$ cat config.mk
export PLATFORM = sky130hd
export DESIGN_NAME = boid_frame_scheduler_flat
export DESIGN_NICKNAME = d
export VERILOG_FILES = /design/src/rtl/boid_frame_scheduler_if.sv /design/src/rtl/boid_frame_scheduler.sv /design/src/flat_wrapper.sv
export SDC_FILE = /design/constraint.sdc
export NUM_CORES = 1
export LEC_CHECK = 0
export ABC_AREA = 1
export CAP_MARGIN = 20
export CORE_MARGIN = 1
export CORE_UTILIZATION = 50
export CTS_BUF_LIST = sky130_fd_sc_hd__clkbuf_2 sky130_fd_sc_hd__clkbuf_4 sky130_fd_sc_hd__clkbuf_8
export DETAILED_ROUTE_END_ITERATION = 8
export PLACE_DENSITY = 0.8
export SKIP_LAST_GASP = 1
export SLEW_MARGIN = 20
export SYNTH_ARGS = -nofsm -noshare
export SYNTH_HDL_FRONTEND = slang
export SYNTH_SLANG_ARGS = --single-unit
$ cat constraint.sdc
create_clock -name clock -period 4.9 [get_ports clock]
set_clock_uncertainty 0.15 [all_clocks]
set_input_delay 0.98 -clock clock [delete_from_list [all_inputs] [get_ports clock]]
set_output_delay 0.98 -clock clock [all_outputs]
set_load 0.02 [all_outputs]
$ cat src/rtl/boid_frame_scheduler_if.sv
// Boid position bus and display RAM write port of the frame scheduler.
// master: the scheduler side; slave: the BPU array / display RAM side.
interface boid_frame_scheduler_if #(
  parameter int SEL_W  = 6,
  parameter int ADDR_W = 19
);
  logic [9:0]        boid_x;
  logic [8:0]        boid_y;
  logic [SEL_W-1:0]  boid_sel;
  logic              disp_we;
  logic [ADDR_W-1:0] disp_addr;
  logic              ram_switch;

  modport master (
    input  boid_x, boid_y,
    output boid_sel, disp_we, disp_addr, ram_switch
  );

  modport slave (
    output boid_x, boid_y,
    input  boid_sel, disp_we, disp_addr, ram_switch
  );
endinterface

$ cat src/rtl/boid_frame_scheduler.sv
// Boid display frame sequencer: on a refresh request pulses ram_switch, then
// scans every BPU once and turns each on-screen (x, y) into a display RAM
// write at x + 640*y.
// Optional macro BOID_FRAME_DIV_EN: divide screen_end requests by FRAME_DIV.
module boid_frame_scheduler #(
  parameter int NUM_BOIDS = 64,
  parameter int SEL_W     = $clog2(NUM_BOIDS),
  parameter int ADDR_W    = 19,
  parameter int FRAME_DIV = 16
) (
  input  logic                          clock,
  input  logic                          reset,
  input  logic                          refresh_req,
  input  logic                          screen_end,
  input  logic                          src_sel,
  input  logic                          hold,
  boid_frame_scheduler_if.master        bus,
  output logic                          busy,
  output logic [15:0]                   frame_count,
  output logic [7:0]                    overrun_count
);

  if (NUM_BOIDS < 2 || NUM_BOIDS > 256 || (NUM_BOIDS & (NUM_BOIDS - 1)) != 0)
    $error("NUM_BOIDS must be a power of two in 2..256");
  if (FRAME_DIV < 1)
    $error("FRAME_DIV must be at least 1");

  typedef enum logic [1:0] {IDLE, SWITCH, SCAN, FLUSH} state_t;

  state_t            state, state_nxt;
  logic [SEL_W-1:0]  idx;
  logic              pending;
  logic              rr_prev, se_prev;
  logic              rr_edge, se_edge, se_req, req;
  logic              last, in_scan, on_screen;
  logic [ADDR_W-1:0] addr_calc;

  // Each source keeps its own history, so flipping src_sel never fakes an edge.
  always_ff @(posedge clock or posedge reset) begin
    if (reset) begin
      rr_prev <= 1'b0;
      se_prev <= 1'b0;
    end else begin
      rr_prev <= refresh_req;
      se_prev <= screen_end;
    end
  end

  assign rr_edge = refresh_req & ~rr_prev;
  assign se_edge = screen_end & ~se_prev;

`ifdef BOID_FRAME_DIV_EN
  localparam int DIV_W = (FRAME_DIV > 1) ? $clog2(FRAME_DIV) : 1;
  logic [DIV_W-1:0] div_cnt;
  logic             div_wrap;

  assign div_wrap = (div_cnt == DIV_W'(FRAME_DIV - 1));

  // Screen-end divider; keeps counting while hold is asserted.
  always_ff @(posedge clock or posedge reset) begin
    if (reset)
      div_cnt <= '0;
    else if (src_sel && se_edge)
      div_cnt <= div_wrap ? '0 : div_cnt + 1'b1;
  end

  assign se_req = se_edge & div_wrap;
`else
  assign se_req = se_edge;
`endif

  assign req       = ~hold & (src_sel ? se_req : rr_edge);
  assign last      = (idx == SEL_W'(NUM_BOIDS - 1));
  assign in_scan   = (state == SCAN);
  assign on_screen = (bus.boid_x < 10'd640) && (bus.boid_y < 9'd480);
  assign addr_calc = ADDR_W'(bus.boid_x) + (ADDR_W'(bus.boid_y) << 9)
                   + (ADDR_W'(bus.boid_y) << 7);

  // State register.
  always_ff @(posedge clock or posedge reset) begin
    if (reset) state <= IDLE;
    else       state <= state_nxt;
  end

  // Next-state logic; a request landing in FLUSH chains straight into SWITCH.
  always_comb begin
    state_nxt = state;
    unique case (state)
      IDLE:   if (req) state_nxt = SWITCH;
      SWITCH: state_nxt = SCAN;
      SCAN:   if (last) state_nxt = FLUSH;
      FLUSH:  state_nxt = (pending || req) ? SWITCH : IDLE;
      default: state_nxt = IDLE;
    endcase
  end

  // Moore outputs.
  always_comb begin
    bus.ram_switch = (state == SWITCH);
    bus.boid_sel   = in_scan ? idx : '0;
    busy           = (state != IDLE);
  end

  // Scan index, frame counter, pending flag and saturating overrun counter.
  always_ff @(posedge clock or posedge reset) begin
    if (reset) begin
      idx           <= '0;
      pending       <= 1'b0;
      frame_count   <= '0;
      overrun_count <= '0;
    end else begin
      idx <= (in_scan && !last) ? idx + 1'b1 : '0;
      if (state == FLUSH) begin
        // The old pending request is consumed here; a fresh one replaces it.
        pending     <= pending & req;
        frame_count <= frame_count + 16'd1;
      end else if (state != IDLE && req) begin
        if (pending) begin
          if (overrun_count != 8'hFF) overrun_count <= overrun_count + 8'd1;
        end else begin
          pending <= 1'b1;
        end
      end
    end
  end

  // Registered pixel write; off-screen boids leave the address untouched.
  always_ff @(posedge clock or posedge reset) begin
    if (reset) begin
      bus.disp_we   <= 1'b0;
      bus.disp_addr <= '0;
    end else begin
      bus.disp_we <= in_scan & on_screen;
      if (in_scan && on_screen) bus.disp_addr <= addr_calc;
    end
  end

endmodule

$ cat src/flat_wrapper.sv
// flat-port wrapper written by rule: the top's interface ports become plain ports
module boid_frame_scheduler_flat 
#(
  parameter int NUM_BOIDS = 64,
  parameter int SEL_W     = $clog2(NUM_BOIDS),
  parameter int ADDR_W    = 19,
  parameter int FRAME_DIV = 16
)
  (clock, reset, refresh_req, screen_end, src_sel, hold, busy, frame_count, overrun_count, bus_boid_x, bus_boid_y, bus_boid_sel, bus_disp_we, bus_disp_addr, bus_ram_switch);
  boid_frame_scheduler_if #(.SEL_W(SEL_W), .ADDR_W(ADDR_W)) bus_i ();
  input  logic clock;
  input  logic reset;
  input  logic refresh_req;
  input  logic screen_end;
  input  logic src_sel;
  input  logic hold;
  output logic busy;
  output logic [15:0] frame_count;
  output logic [7:0] overrun_count;
  input wire logic [$bits(bus_i.boid_x)-1:0] bus_boid_x;
  input wire logic [$bits(bus_i.boid_y)-1:0] bus_boid_y;
  output wire logic [$bits(bus_i.boid_sel)-1:0] bus_boid_sel;
  output wire logic [$bits(bus_i.disp_we)-1:0] bus_disp_we;
  output wire logic [$bits(bus_i.disp_addr)-1:0] bus_disp_addr;
  output wire logic [$bits(bus_i.ram_switch)-1:0] bus_ram_switch;
  assign bus_i.boid_x = bus_boid_x;
  assign bus_i.boid_y = bus_boid_y;
  assign bus_boid_sel = bus_i.boid_sel;
  assign bus_disp_we = bus_i.disp_we;
  assign bus_disp_addr = bus_i.disp_addr;
  assign bus_ram_switch = bus_i.ram_switch;
  boid_frame_scheduler #(.NUM_BOIDS(NUM_BOIDS), .SEL_W(SEL_W), .ADDR_W(ADDR_W), .FRAME_DIV(FRAME_DIV)) u_core (.clock(clock), .reset(reset), .refresh_req(refresh_req), .screen_end(screen_end), .src_sel(src_sel), .hold(hold), .bus(bus_i), .busy(busy), .frame_count(frame_count), .overrun_count(overrun_count));
endmodule
==> Word level (Yosys, flattened, before mapping) <==
Cells that the tools add are included.
{ "totals": {"romBits": 0, "regBits": 55, "output_inout_bits": 52, "memories": 0, "latchBits": 0, "word_cells": 52, "mem_bits_rw": 0} }
{ "op_classes": {"n_lt_le_gt_ge": 2, "n_eq_ne": 7, "bitwise_logic": 9, "reduce_logical": 11, "mux": 9, "n_div": 0, "multipliers": 0, "shifts": 0, "add_sub_neg": 5} }
{ "ops": {"columns": ["operator", "n"], "rows": [
  ["10-bit by 18-bit adder with 19-bit output", 1],
  ["19-bit by 16-bit adder with 19-bit output", 1],
  ["16-bit by 1-bit adder with 16-bit output (second input constant)", 1],
  ["6-bit two-way mux", 2],
  ["10-bit less-than comparator (second input constant)", 1],
  ["9-bit less-than comparator (second input constant)", 1],
  ["8-bit by 1-bit adder with 8-bit output (second input constant)", 1],
  ["8-bit inequality test (second input constant)", 1],
  ["2-bit case mux with 4 select lines", 1],
  ["6-bit by 1-bit adder with 6-bit output (second input constant)", 1],
  ["6-bit == test (second input constant)", 1],
  ["1-bit bitwise AND", 5],
  ["2-bit == test (second input constant)", 2],
  ["1-bit logical AND", 4],
  ["1-bit two-way mux", 4],
  ["2-bit two-way mux", 2],
  ["2-bit by 1-bit inequality test with 1-bit output (second input constant)", 2],
  ["1-bit inverter", 4],
  ["4-bit AND reduction", 1],
  ["2-bit nonzero test", 2],
  ["2-bit by 1-bit == test with 1-bit output (second input constant)", 1],
  ["2-bit zero test", 1],
  ["2-bit AND reduction", 1],
  ["1-bit zero test", 1],
  ["1-bit logical OR", 1]
]} }

==> Depth between registers and ports, before layout <==
Gate-level depths: netlist of the first run.
{ "depth": {"depth_word": 7, "depth_mapped": 12} }

==> Worst setup path before layout of the first run <==
Ideal clock, no wire load.
{ "synth_timing": {"path_type": "input port to flip-flop", "startpoint": "in bus_boid_y[0]", "endpoint": "reg u_core.bus.disp_addr[18]", "cell_stages": 12, "required_ps": 4634, "arrival_ps": 2521, "path_slack_ps": 2113, "cell_sequence": "inv_1 fa_1 inv_1 fa_1 nand2_1 nand2_1 nand3_1 nand2_1 nand2_1 nand2_1 nand2_1 nand2_1"} }
{ "synth_between": {"elab_chain_len": 3, "elab_cells_between_ends": 5, "cone_classes": "add/sub (2); order compare (1); reduce/logical (2)"} }
{ "synth_rtl": {"columns": ["item", "line", "source"], "rows": [
  ["start, declared", "flat_wrapper.sv:21", "input wire logic [$bits(bus_i.boid_y)-1:0] bus_boid_y;"],
  ["branches (longest 3 deep; another with 10-bit by 18-bit adder with 19-bit output)", null, null],
  ["end signal, assigned", "boid_frame_scheduler.sv:134", "if (in_scan && on_screen) bus.disp_addr <= addr_calc;"],
  ["end, declared", "boid_frame_scheduler_if.sv:16", "output boid_sel, disp_we, disp_addr, ram_switch"]
]} }
Several ways; the timed one is not identified.
A chain may end at the register's enable or synchronous reset.

==> Worst setup path in the final report of the first run <==
{ "layout_timing": {"startpoint": "reg u_core.state[0]", "endpoint": "out bus_boid_sel[4]"} }
{ "layout_between": {"elab_chain_len": 2} }
{ "layout_rtl": {"columns": ["item", "line", "source"], "rows": [
  ["start, declared", "boid_frame_scheduler.sv:30", "state_t state, state_nxt;"],
  ["start signal, assigned", "boid_frame_scheduler.sv:82", "else state <= state_nxt;"],
  ["2-bit == test", "boid_frame_scheduler.sv:74", "assign in_scan = (state == SCAN);"],
  ["6-bit two-way mux", "boid_frame_scheduler.sv:100", "bus.boid_sel = in_scan ? idx : '0;"],
  ["end, declared", "flat_wrapper.sv:22", "output wire logic [$bits(bus_i.boid_sel)-1:0] bus_boid_sel;"]
]} }
No other way between the ends.

==> impl_summary.log, run 1 <==
[metrics] outcome: finished clean
[metrics] antenna violations before repair: 0
[metrics] level count of the clock H-tree: 2
[metrics] PnR Total Power: approximately 0.0019 W
[metrics] Gate power share: 48.6%
[metrics] total vias in the final route: 2790
[metrics] DIE WIDTH: 82.90 um
[metrics] internal power contribution: 0.001105 W
[metrics] post-synth design cell area: 0.003272 mm^2
[metrics] summed negative setup slack over all endpoints: 0 ps
[metrics] endpoint class of the critical path: output pin
[metrics] DP Wirelength: 5311 um
[metrics] iteration count of the initial detailed-routing pass: 5
[metrics] number of warnings issued by yosys: 0
[metrics] count of hold-fix buffers inserted at cts: 0
[metrics] fraction of power spent switching nets: 41.06%
[metrics] pin count of the biggest net entering global routing: 35
[metrics] cell with the most instances on the worst path: sky130_fd_sc_hd__inv_1
[metrics] sequential cell fraction of total power: about 38%
[metrics] fraction of power consumed by the clock network: a little over an eighth
[metrics] DRC violation total after the first TritonRoute iteration: between 100 and 150
[metrics] total setup buffers inserted after CTS: 0
[metrics] count of different cell masters after synthesis: 30
[metrics] post-synthesis mux area share: 0%
[metrics] area occupied by multi-input gates: 0.001599 mm^2
[metrics] leading cell types in the layout, fill and taps excluded: sky130_fd_sc_hd__nand2_1, sky130_fd_sc_hd__clkdlybuf4s50_1, sky130_fd_sc_hd__inv_1, sky130_fd_sc_hd__dfrtp_1, sky130_fd_sc_hd__ha_1
[metrics] Post-Syn Area per Cell: ~8.0 um^2
[metrics] crit start category: flop
[metrics] main combinational cell family by area after synthesis: simple AND/OR/NAND/NOR gates
[metrics] number of rows in the core area: 29
[metrics] xor/xnor share of the synthesized area: 5.889%
[metrics] DRC Markers: 0
[metrics] min-delay worst type: flop to flop
[metrics] GPL Wtd Cong: 0.8338
[metrics] number of CTS-inserted buffers: 5
[metrics] clock insertion delay at the later pin of the skew report: 300 ps
[metrics] Register Area: 0.001376 mm^2
[metrics] number of clock sinks: 55
[metrics] sequential-to-total area share from yosys stat: about 42%
[metrics] cts repair resizes: 0
[metrics] cell with the biggest individual delay on the critical path: sky130_fd_sc_hd__clkdlybuf4s50_1
[metrics] fraction of final layout cells sized beyond drive strength 1: 5.317%
[metrics] total global-route track usage: a little over a fifth
[metrics] simple-gate share of the synthesized area: 28.11%
[metrics] cell family with most CP delay: buffers and inverters
[metrics] core region area: 0.006350 mm^2
[metrics] register clock-pin slew on the reported worst setup and hold paths: 90 ps
[metrics] total wire length: between 6000 and 7000 um
[metrics] complex-gate fraction of the synthesized area: 4.474%
[metrics] Die Outline Area: 0.006872 mm^2
[metrics] Critical Setup Path Class: flop to output pin
[metrics] starting density of the core: 51.53%
[metrics] number of nets in the layout: between 500 and 600
[metrics] worst-case headroom to the max-slew limit: 42.32%
[metrics] power density normalized to cell area: 448.5 mW/mm^2
[metrics] Filler cells: 542
[metrics] unrepaired setup endpoints after global routing: no
[metrics] CTS tree: built
[metrics] share of the synthesized area in the top cell type: 42.07%
[metrics] required time of the critical path: 3770 ps
[metrics] number of nets produced by synthesis: 461
[metrics] net switching power: 0.0007697 W
[metrics] # setup viols final: 0
[metrics] final critical path time including I/O delays and setup: 3152 ps
[metrics] root buffer cell: sky130_fd_sc_hd__clkbuf_8
[metrics] r2r setup slk: 2250 ps
[metrics] DRT antenna net count: 0
[metrics] adder-cell area share of the yosys netlist: between 10% and 20%
[metrics] sequence of cells on the critical path: inv_1, ha_1, nand2_1, inv_1, clkdlybuf4s50_1
[metrics] data arrival time of the worst path: slightly above 2000 ps
[metrics] worst voltage drop across the vdd grid: 290.7 uV
[metrics] number of global-route vias before repair: ~2700
[metrics] clock tree buffer depth: 2
[metrics] height of the die: 82.90 um
[metrics] IO Count: 77
[metrics] Routed wire per std cell: between 10 and 15 um
[metrics] global-route wire length before repair: 11950 um
[metrics] max-capacitance violation count: 0
[metrics] Pleak: 2.206 nW
[metrics] total buffers and inverters traversed by the critical path: 3
[metrics] Mapped Cells: between 400 and 500
[metrics] placed inst area: ~0.0041 mm^2
[metrics] leading cell types by total area after synthesis: sky130_fd_sc_hd__dfrtp_1, sky130_fd_sc_hd__nand2_1, sky130_fd_sc_hd__ha_1
[metrics] Inserted Diodes: 0
[metrics] Final Hold Violating Endpoints: 0
[metrics] PortBufs: 76
[metrics] vias per inst: 4.929
[metrics] flip-flop and latch count after synthesis: 55
[metrics] period utilization: between 60 and 70%
[metrics] largest area contributor in the netlist: sky130_fd_sc_hd__dfrtp_1
[metrics] final design utilization: 65.83%
[metrics] leading cell type in the layout, fill and taps excluded: sky130_fd_sc_hd__nand2_1
[metrics] Final Instance Area: 0.004180 mm^2
[metrics] signed area change from the synthesized netlist to the final layout: 27.76%
[metrics] Final Max Slew Viols: 0
[metrics] transition time at the pin with the least slew margin: 862.7 ps
[metrics] largest stage delay on the critical path: 590 ps
[metrics] highest achievable clock rate: 317.3 MHz
[metrics] GRT overflow: 0
[metrics] critical path fanouts, max: 10
==> cell families after synthesis <==
family,Yosys count
adder cells (fa/ha/maj),26
AO/OA/AOI/OAI,24
buffers and inverters,73
flip-flops,55
XOR/XNOR,22
AND/OR/NAND/NOR,210
==> final cells by class <==
type	instances	area share, %
Multi-Input combinational cell	282	38.25
Clock inverter	1	0.1197
Inverter	67	6.016
Timing Repair Buffer	77	18.38
Clock buffer	7	2.005
Tap cell	77	2.305
Sequential cell	55	32.92
==> power by group through the flow <==
stage	Combinational [W]	Clock [W]	Sequential [W]
6_report	0.000912	0.000252	0.000711
5_1_grt	0.000998	0.000281	0.000730
4_1_cts	0.000920	0.000262	0.000710
3_5_place_dp	0.000917	0	0.000720
3_3_place_gp	0.000893	0	0.000712
2_1_floorplan	0.000414	0	0.000845
==> sequential cells by signal, indices dropped and copies added, names as in the netlist <==
| signal | cells |
|---|---|
| u_core.bus.disp_addr | 19 |
| u_core.bus.disp_we | 1 |
| u_core.frame_count | 16 |
| u_core.idx | 6 |
| u_core.overrun_count | 8 |
| u_core.pending | 1 |
| u_core.rr_prev | 1 |
| u_core.se_prev | 1 |
| u_core.state | 2 |
==> worst paths after layout <==
check / startpoint / to / depth (start not counted)
max: u_core.state[0]$_DFFE_PP0P_ / bus_boid_sel[4] / 5
min in group asynchronous: reset / u_core.bus.disp_addr[4]$_DFFE_PP0P_ / 2
max in group asynchronous: reset / u_core.frame_count[10]$_DFFE_PP0P_ / 3
max reg2reg: u_core.state[0]$_DFFE_PP0P_ / u_core.bus.disp_addr[16]$_DFFE_PP0P_ / 6
min reg2reg: u_core.bus.disp_addr[4]$_DFFE_PP0P_ / u_core.bus.disp_addr[4]$_DFFE_PP0P_ / 2
min: u_core.bus.disp_addr[4]$_DFFE_PP0P_ / u_core.bus.disp_addr[4]$_DFFE_PP0P_ / 2
==> synth_stat cells (all sizes together) <==
cell type and instances:
buf 6, xor2 18, ha 24, dfrtp 55, nor3 3, xnor2 4
nand4 9, fa 2, inv 67, nand3b 4, nor2 24, nand2 146
a21oi 6, or2 1, o21ai 18, nand3 23
==> tightest hold or removal path, stage by stage, from the launching register on <==
cell and delay, ps:
sky130_fd_sc_hd__dfrtp_1 350, sky130_fd_sc_hd__nand2_1 50, sky130_fd_sc_hd__nand2_1 50
==> metrics by stage <==
stage	worst slack, ps	instances	hold WS (ps)
floorplan	2113	410	321.4
global placement	1529	558	311.0
detailed placement	1451	558	315.3
CTS	1716	566	339.9
global route	1592	566	357.8
finish	1748	566	337.1
==> layer usage <==
layer / up-vias / wire length (um) / share of wire [%] / global-route usage [%]
met5: - / 0 / 0 / 0
met1: 1288 / 3149 / 46 / 26.92
met4: 0 / 91 / 1.3 / 5.643
met2: 72 / 3345 / 48 / 36.21
met3: 10 / 313 / 4.5 / 4.175
li1: 1420 / - / - / -
(Power assumes the default switching activity.)
==> run 2, diff against run 1 <==
- clock period: 4.9 -> 3.2 ns (I/O delays scaled with it)
==> run 2 against run 1 <==
  * Sequential share of layout area is 0.23 points lower
  * Total power increased by 54%
  * Routed wire length decreased by 1.7%
  * Combinational power up 54%
  * Flip-flop and latch count is the same
  * Die area unchanged
  * Worst hold slack worse by 3.4 ps
  * Design area is 0.72% higher
  * Critical path depth unchanged
  * Non-clock buffer count is 1 higher
  * Cell count is 0.18% higher
  * Utilization is 0.47 points higher
==> impl_summary.log, run 2 (synthesis results as in run 1) <==
[metrics] Routed wire per std cell: 11.96 um
[metrics] DRT antenna net count: 0
[metrics] Final Instance Area: around 0.0042 mm^2
[metrics] IO Count: 77
[metrics] number of rows in the core area: 29
[metrics] number of clock sinks: 55
[metrics] root buffer cell: sky130_fd_sc_hd__clkbuf_8
[metrics] crit start category: flop
[metrics] endpoint class of the critical path: output pin
[metrics] number of global-route vias before repair: 2722
[metrics] max-capacitance violation count: 0
[metrics] total global-route track usage: 20.98%
[metrics] power density normalized to cell area: 686.9 mW/mm^2
[metrics] Regs by FF count: u_core.bus.disp_addr (19), u_core.frame_count (16), u_core.overrun_count (8)
[metrics] number of nets in the layout: 540
[metrics] CTS tree: built
[metrics] Reg-to-Reg Start: u_core.state[0]$_DFFE_PP0P_
[metrics] period utilization: about nine tenths
[metrics] Hold Path Stages: 2
[metrics] vias per inst: about 5.0
[metrics] total vias in the final route: 2815
[metrics] pin count of the biggest net entering global routing: 31
[metrics] height of the die: 82.90 um
[metrics] cell with the most instances on the worst path: sky130_fd_sc_hd__inv_1
[metrics] count of hold-fix buffers inserted at cts: 0
[metrics] r2r worst-path depth: 6
[metrics] largest stage delay on the critical path: slightly below 600 ps
[metrics] number of flip-flops under the largest register name: 19
[metrics] leading cell type in the layout, fill and taps excluded: sky130_fd_sc_hd__nand2_1
[metrics] cts repair resizes: 0
[metrics] Pleak: about 2.2 nW
[metrics] global-route wire length before repair: 11830 um
[metrics] critical path fanouts, max: 10
[metrics] worst voltage drop across the vdd grid: 420.8 uV
[metrics] GRT overflow: 0
[metrics] Worst Hold Slack: 333.7 ps
[metrics] fraction of final layout cells sized beyond drive strength 1: 5.510%
[metrics] fraction of power spent switching nets: just over 40%
[metrics] sequence of cells on the critical path: inv_1, ha_1, nand2_1, inv_1, clkdlybuf4s50_1
[metrics] Critical Setup Path Class: flop to output pin
[metrics] DIE WIDTH: 82.90 um
[metrics] final design utilization: 66.31%
[metrics] Gate power share: 48.5%
[metrics] Crit Reg-Reg Endpoint: u_core.bus.disp_addr[16]$_DFFE_PP0P_
[metrics] internal power contribution: 0.001713 W
[metrics] unrepaired setup endpoints after global routing: no
[metrics] worst-case headroom to the max-slew limit: 62.59%
[metrics] sequential cell fraction of total power: ~37%
[metrics] worst hold path startpoint: u_core.bus.disp_addr[15]$_DFFE_PP0P_
[metrics] Reg with most FFs: u_core.bus.disp_addr
[metrics] required time of the critical path: 2410 ps
[metrics] outcome: finished clean
[metrics] fraction of power consumed by the clock network: about 14%
[metrics] endpoint with the worst hold slack: u_core.bus.disp_addr[15]$_DFFE_PP0P_
[metrics] Die Outline Area: 0.006872 mm^2
[metrics] antenna violations before repair: 0
[metrics] highest achievable clock rate: ~350 MHz
[metrics] DRC Markers: 0
[metrics] Filler cells: 510
[metrics] summed negative setup slack over all endpoints: 0 ps
[metrics] signed area change from the synthesized netlist to the final layout: 28.68%
[metrics] total setup buffers inserted after CTS: 0
[metrics] level count of the clock H-tree: 2
[metrics] starting density of the core: 51.53%
[metrics] min-delay worst type: flop to flop
[metrics] Inserted Diodes: 0
[metrics] transition time at the pin with the least slew margin: 560.3 ps
[metrics] data arrival time of the worst path: 2050 ps
[metrics] cell with the biggest individual delay on the critical path: sky130_fd_sc_hd__clkdlybuf4s50_1
[metrics] r2r setup slk: 860 ps
[metrics] register clock-pin slew on the reported worst setup and hold paths: 100 ps
[metrics] total wire length: approximately 6800 um
[metrics] core region area: 0.006350 mm^2
[metrics] placed inst area: 0.004111 mm^2
[metrics] DRC violation total after the first TritonRoute iteration: between 100 and 150
[metrics] PortBufs: between 70 and 80
[metrics] Final Max Slew Viols: 0
[metrics] GPL Wtd Cong: 0.8543
[metrics] # setup viols final: 0
[metrics] iteration count of the initial detailed-routing pass: 4
[metrics] DP Wirelength: around 5200 um
[metrics] number of CTS-inserted buffers: 5
[metrics] clock insertion delay at the later pin of the skew report: 310 ps
[metrics] net switching power: around 0.0012 W
[metrics] Final Hold Violating Endpoints: 0
[metrics] leading cell types in the layout, fill and taps excluded: sky130_fd_sc_hd__nand2_1, sky130_fd_sc_hd__clkdlybuf4s50_1, sky130_fd_sc_hd__inv_1, sky130_fd_sc_hd__dfrtp_1, sky130_fd_sc_hd__ha_1
[metrics] clock tree buffer depth: 2
[metrics] final critical path time including I/O delays and setup: 2840 ps
## run 2: cell types whose count changed in the layout (fill, tap and decap cells not counted)
cell | before | now
sky130_fd_sc_hd__buf_12 | 0 | 1
sky130_fd_sc_hd__clkbuf_4 | 2 | 1
sky130_fd_sc_hd__clkbuf_8 | 5 | 6
sky130_fd_sc_hd__clkinv_2 | 1 | 0
sky130_fd_sc_hd__clkinv_4 | 0 | 1
## run 2: layer usage
layer	track usage, %	vias to the layer above	wire, um
li1	-	1418	-
met1	25.88	1321	2998
met2	37.26	69	3403
met3	4.771	7	303
met4	4.859	0	77
met5	0	-	0
## run 2: power groups by stage
stage	combinational [W]	clock [W]	sequential (W)
floorplan	0.000634	0	0.00129
global placement	0.00138	0	0.00109
detailed placement	0.00141	0	0.00110
CTS	0.00142	0.000420	0.00108
global route	0.00154	0.000457	0.00111
finish	0.00140	0.000410	0.00108
## run 2: how the worst max path moves through the flow
stage,from,end,slack [ps]
floorplan,bus_boid_y[0],u_core.bus.disp_addr[18]$_DFFE_PP0P_,750
detailed placement,bus_boid_y[0],u_core.bus.disp_addr[18]$_DFFE_PP0P_,120
finish,u_core.state[0]$_DFFE_PP0P_,bus_boid_sel[3],360
global placement,bus_boid_y[0],u_core.bus.disp_addr[16]$_DFFE_PP0P_,170
CTS,u_core.state[0]$_DFFE_PP0P_,bus_boid_sel[3],320
global route,u_core.state[0]$_DFFE_PP0P_,bus_boid_sel[3],220
## run 2: area by class of cell
cell class                      instances  area, um^2  area share (%)
Inverter                               67       251.5           5.973
Sequential cell                        55        1376           32.69
Timing Repair Buffer                   78       788.3           18.72
Tap cell                               77       96.34           2.288
Multi-Input combinational cell        282        1599           37.98
Clock buffer                            7       90.09           2.140
Clock inverter                          1       8.758          0.2080
## run 2: metrics by stage
step | setup slack (ps) | total power, W | std cells
2_1_floorplan | 752.8 | 0.001929 | 410
3_3_place_gp | 168.1 | 0.002463 | 559
3_5_place_dp | 122.8 | 0.002509 | 559
4_1_cts | 323.6 | 0.002920 | 567
5_1_grt | 220.1 | 0.003113 | 567
6_report | 360.2 | 0.002892 | 567
## run 2: critical path: cells and delay by family, from the launching register on
| kind | cells | cell delay, ps |
|---|---|---|
| adders and majority gates | 1 | 410 |
| buffers and inverters | 3 | 770 |
| DFF | 1 | 440 |
| and+or+nand+nor | 1 | 120 |
==> run 3, diff against run 2 <==
- REMOVE_ABC_BUFFERS: default -> 1
==> run 3 against run 2 <==
  * Routed wire length fell by 0.60%
  * Utilization fell by 0.099 points
  * Sequential power is essentially flat
  * Combinational power about the same
  * Maximum frequency up 1.4%
  * Setup slack gained 40 ps
  * Via count shrank 1.8%
  * Sequential share of layout area hardly changed
  * Register-to-register slack better by 210 ps
  * Flip-flop and latch count is the same
  * Clock-buffer cell count shrank 1
  * Largest cell class unchanged
==> impl_summary.log, run 3 (synthesis results as in run 1) <==
[metrics] CTS tree: built
[metrics] Critical Setup Path Class: input port to flop
[metrics] Filler cells: 551
[metrics] global-route wire length before repair: 11800 um
[metrics] endpoint class of the critical path: flop
[metrics] number of clock sinks: 55
[metrics] worst-case headroom to the max-slew limit: 55.55%
[metrics] Reg with most FFs: u_core.bus.disp_addr
[metrics] transition time at the pin with the least slew margin: 665.8 ps
[metrics] pin count of the biggest net entering global routing: 31
[metrics] number of flip-flops under the largest register name: 19
[metrics] # setup viols final: 0
[metrics] number of rows in the core area: 29
[metrics] number of global-route vias before repair: 2672
[metrics] Routed wire per std cell: 11.89 um
[metrics] total global-route track usage: 20.85%
[metrics] PortBufs: 76
[metrics] worst voltage drop across the vdd grid: roughly 440 uV
[metrics] final critical path time including I/O delays and setup: 2800 ps
[metrics] area occupied by multi-input gates: 0.001599 mm^2
[metrics] signed area change from the synthesized netlist to the final layout: 28.49%
[metrics] power density normalized to cell area: 683.0 mW/mm^2
[metrics] total setup buffers inserted after CTS: 0
[metrics] highest achievable clock rate: 357.2 MHz
[metrics] core region area: roughly 0.0063 mm^2
[metrics] level count of the clock H-tree: 2
[metrics] starting density of the core: about half
[metrics] data arrival time of the worst path: about 2900 ps
[metrics] total buffers and inverters traversed by the critical path: 3
[metrics] summed negative setup slack over all endpoints: 0 ps
[metrics] root buffer cell: sky130_fd_sc_hd__clkbuf_8
[metrics] register clock-pin slew on the reported worst setup and hold paths: 90 ps
[metrics] largest stage delay on the critical path: 540 ps
[metrics] Inserted Diodes: 0
[metrics] required time of the critical path: between 3000 and 4000 ps
[metrics] unrepaired setup endpoints after global routing: no
[metrics] GRT overflow: 0
[metrics] count of hold-fix buffers inserted at cts: 0
[metrics] Die Outline Area: slightly below 0.007 mm^2
[metrics] total wire length: a little under 7000 um
[metrics] leading cell type in the layout, fill and taps excluded: sky130_fd_sc_hd__nand2_1
[metrics] GPL Wtd Cong: 0.8716
[metrics] crit start category: input port
[metrics] DP Wirelength: 5215 um
[metrics] critical path fanouts, max: 3
[metrics] clock insertion delay at the later pin of the skew report: between 300 and 400 ps
[metrics] number of CTS-inserted buffers: 5
[metrics] number of nets in the layout: 540
[metrics] antenna violations before repair: 0
[metrics] clock tree buffer depth: 2
[metrics] DIE WIDTH: 82.90 um
[metrics] Final Max Slew Viols: 0
[metrics] DRT antenna net count: 0
[metrics] max-capacitance violation count: 0
[metrics] DRC violation total after the first TritonRoute iteration: 66
[metrics] cell family with most CP delay: adder cells
[metrics] cell with the biggest individual delay on the critical path: sky130_fd_sc_hd__fa_1
[metrics] total vias in the final route: between 2000 and 3000
[metrics] fraction of final layout cells sized beyond drive strength 1: 5.510%
[metrics] Final Hold Violating Endpoints: 0
[metrics] iteration count of the initial detailed-routing pass: 4
[metrics] Register Area: approximately 0.0014 mm^2
[metrics] cts repair resizes: 0
[metrics] cell with the most instances on the worst path: sky130_fd_sc_hd__nand2_1
[metrics] PnR Total Power: 0.002871 W
[metrics] Regs by FF count: u_core.bus.disp_addr (19), u_core.frame_count (16), u_core.overrun_count (8)
[metrics] DRC Markers: 0
[metrics] period utilization: roughly 87%
[metrics] sequence of cells on the critical path: clkdlybuf4s50_1, inv_1, fa_1, inv_1, fa_1, nand2_1, nand2_1, nand3_1, nand2_1, nand2_1, nand2_1, o21ai_0
[metrics] vias per inst: 4.877
[metrics] min-delay worst type: flop to flop
[metrics] outcome: finished clean
[metrics] Pleak: between 2 and 2.5 nW
[metrics] IO Count: 77
[metrics] leading cell types in the layout, fill and taps excluded: sky130_fd_sc_hd__nand2_1, sky130_fd_sc_hd__clkdlybuf4s50_1, sky130_fd_sc_hd__inv_1, sky130_fd_sc_hd__dfrtp_1, sky130_fd_sc_hd__ha_1
[metrics] height of the die: 82.90 um
[metrics] final design utilization: between 60% and 70%
[run 3: cell types whose count changed in the layout (fill, tap and decap cells not counted)]
cell,before,now
sky130_fd_sc_hd__clkinvlp_4,0,1
sky130_fd_sc_hd__inv_6,0,1
sky130_fd_sc_hd__clkinv_4,1,0
sky130_fd_sc_hd__clkbuf_8,6,5
[run 3: layer usage]
metal / part of all wire, % / routed length [um] / vias up / GRT usage, %
met2: 47 / 3156 / 64 / 34.87
met4: 1.8 / 122 / 0 / 6.113
met1: 47 / 3177 / 1261 / 27.41
li1: - / - / 1426 / -
met3: 4.2 / 285 / 14 / 4.274
met5: 0 / 0 / - / 0
[run 3: path summary, 6_finish.rpt]
kind	startpoint	to	slack, ps	cells past startpoint
max	bus_boid_y[0]	u_core.bus.disp_addr[16]$_DFFE_PP0P_	400	12
min reg2reg	u_core.bus.disp_addr[7]$_DFFE_PP0P_	u_core.bus.disp_addr[7]$_DFFE_PP0P_	340	2
max reg2reg	u_core.state[0]$_DFFE_PP0P_	u_core.bus.disp_addr[16]$_DFFE_PP0P_	1070	6
min	u_core.bus.disp_addr[7]$_DFFE_PP0P_	u_core.bus.disp_addr[7]$_DFFE_PP0P_	340	2
min in group asynchronous	reset	u_core.overrun_count[2]$_DFFE_PP0P_	580	2
max in group asynchronous	reset	u_core.bus.disp_addr[0]$_DFFE_PP0P_	1730	3
[run 3: where the power goes]
group / total (W) / internal, W / switching (W)
clock network: 0.000396 / 0.000166 / 0.000230
registers: 0.00109 / 0.000907 / 0.000179
logic: 0.00139 / 0.000618 / 0.000771
[run 3: metrics by stage]
stage          hold slack, ps  worst slack, ps  std cells  area (um^2)
2_1_floorplan           321.4            749.4        404         3227
3_3_place_gp            311.2            163.4        559         4111
3_5_place_dp            319.1            78.83        559         4111
4_1_cts                 342.1            402.1        567         4204
5_1_grt                 361.6            245.7        567         4204
6_report                335.6            400.4        567         4204
[run 3: final cells by class]
cell class | instances | share of cell area [%]
repair buffers | 78 | 18.75
multi-input cells | 282 | 38.04
inverters | 67 | 5.982
clock buffers | 6 | 1.815
clock inverters | 2 | 0.3869
flip-flops and latches | 55 | 32.74
well taps | 77 | 2.292
[run 3: worst reg2reg max path, cell delays in order (launching register included)]
cell	delay [ps]
sky130_fd_sc_hd__dfrtp_1	440
sky130_fd_sc_hd__inv_1	100
sky130_fd_sc_hd__ha_1	350
sky130_fd_sc_hd__nand3_1	410
sky130_fd_sc_hd__inv_2	380
sky130_fd_sc_hd__nand2_1	90
sky130_fd_sc_hd__o21ai_0	130
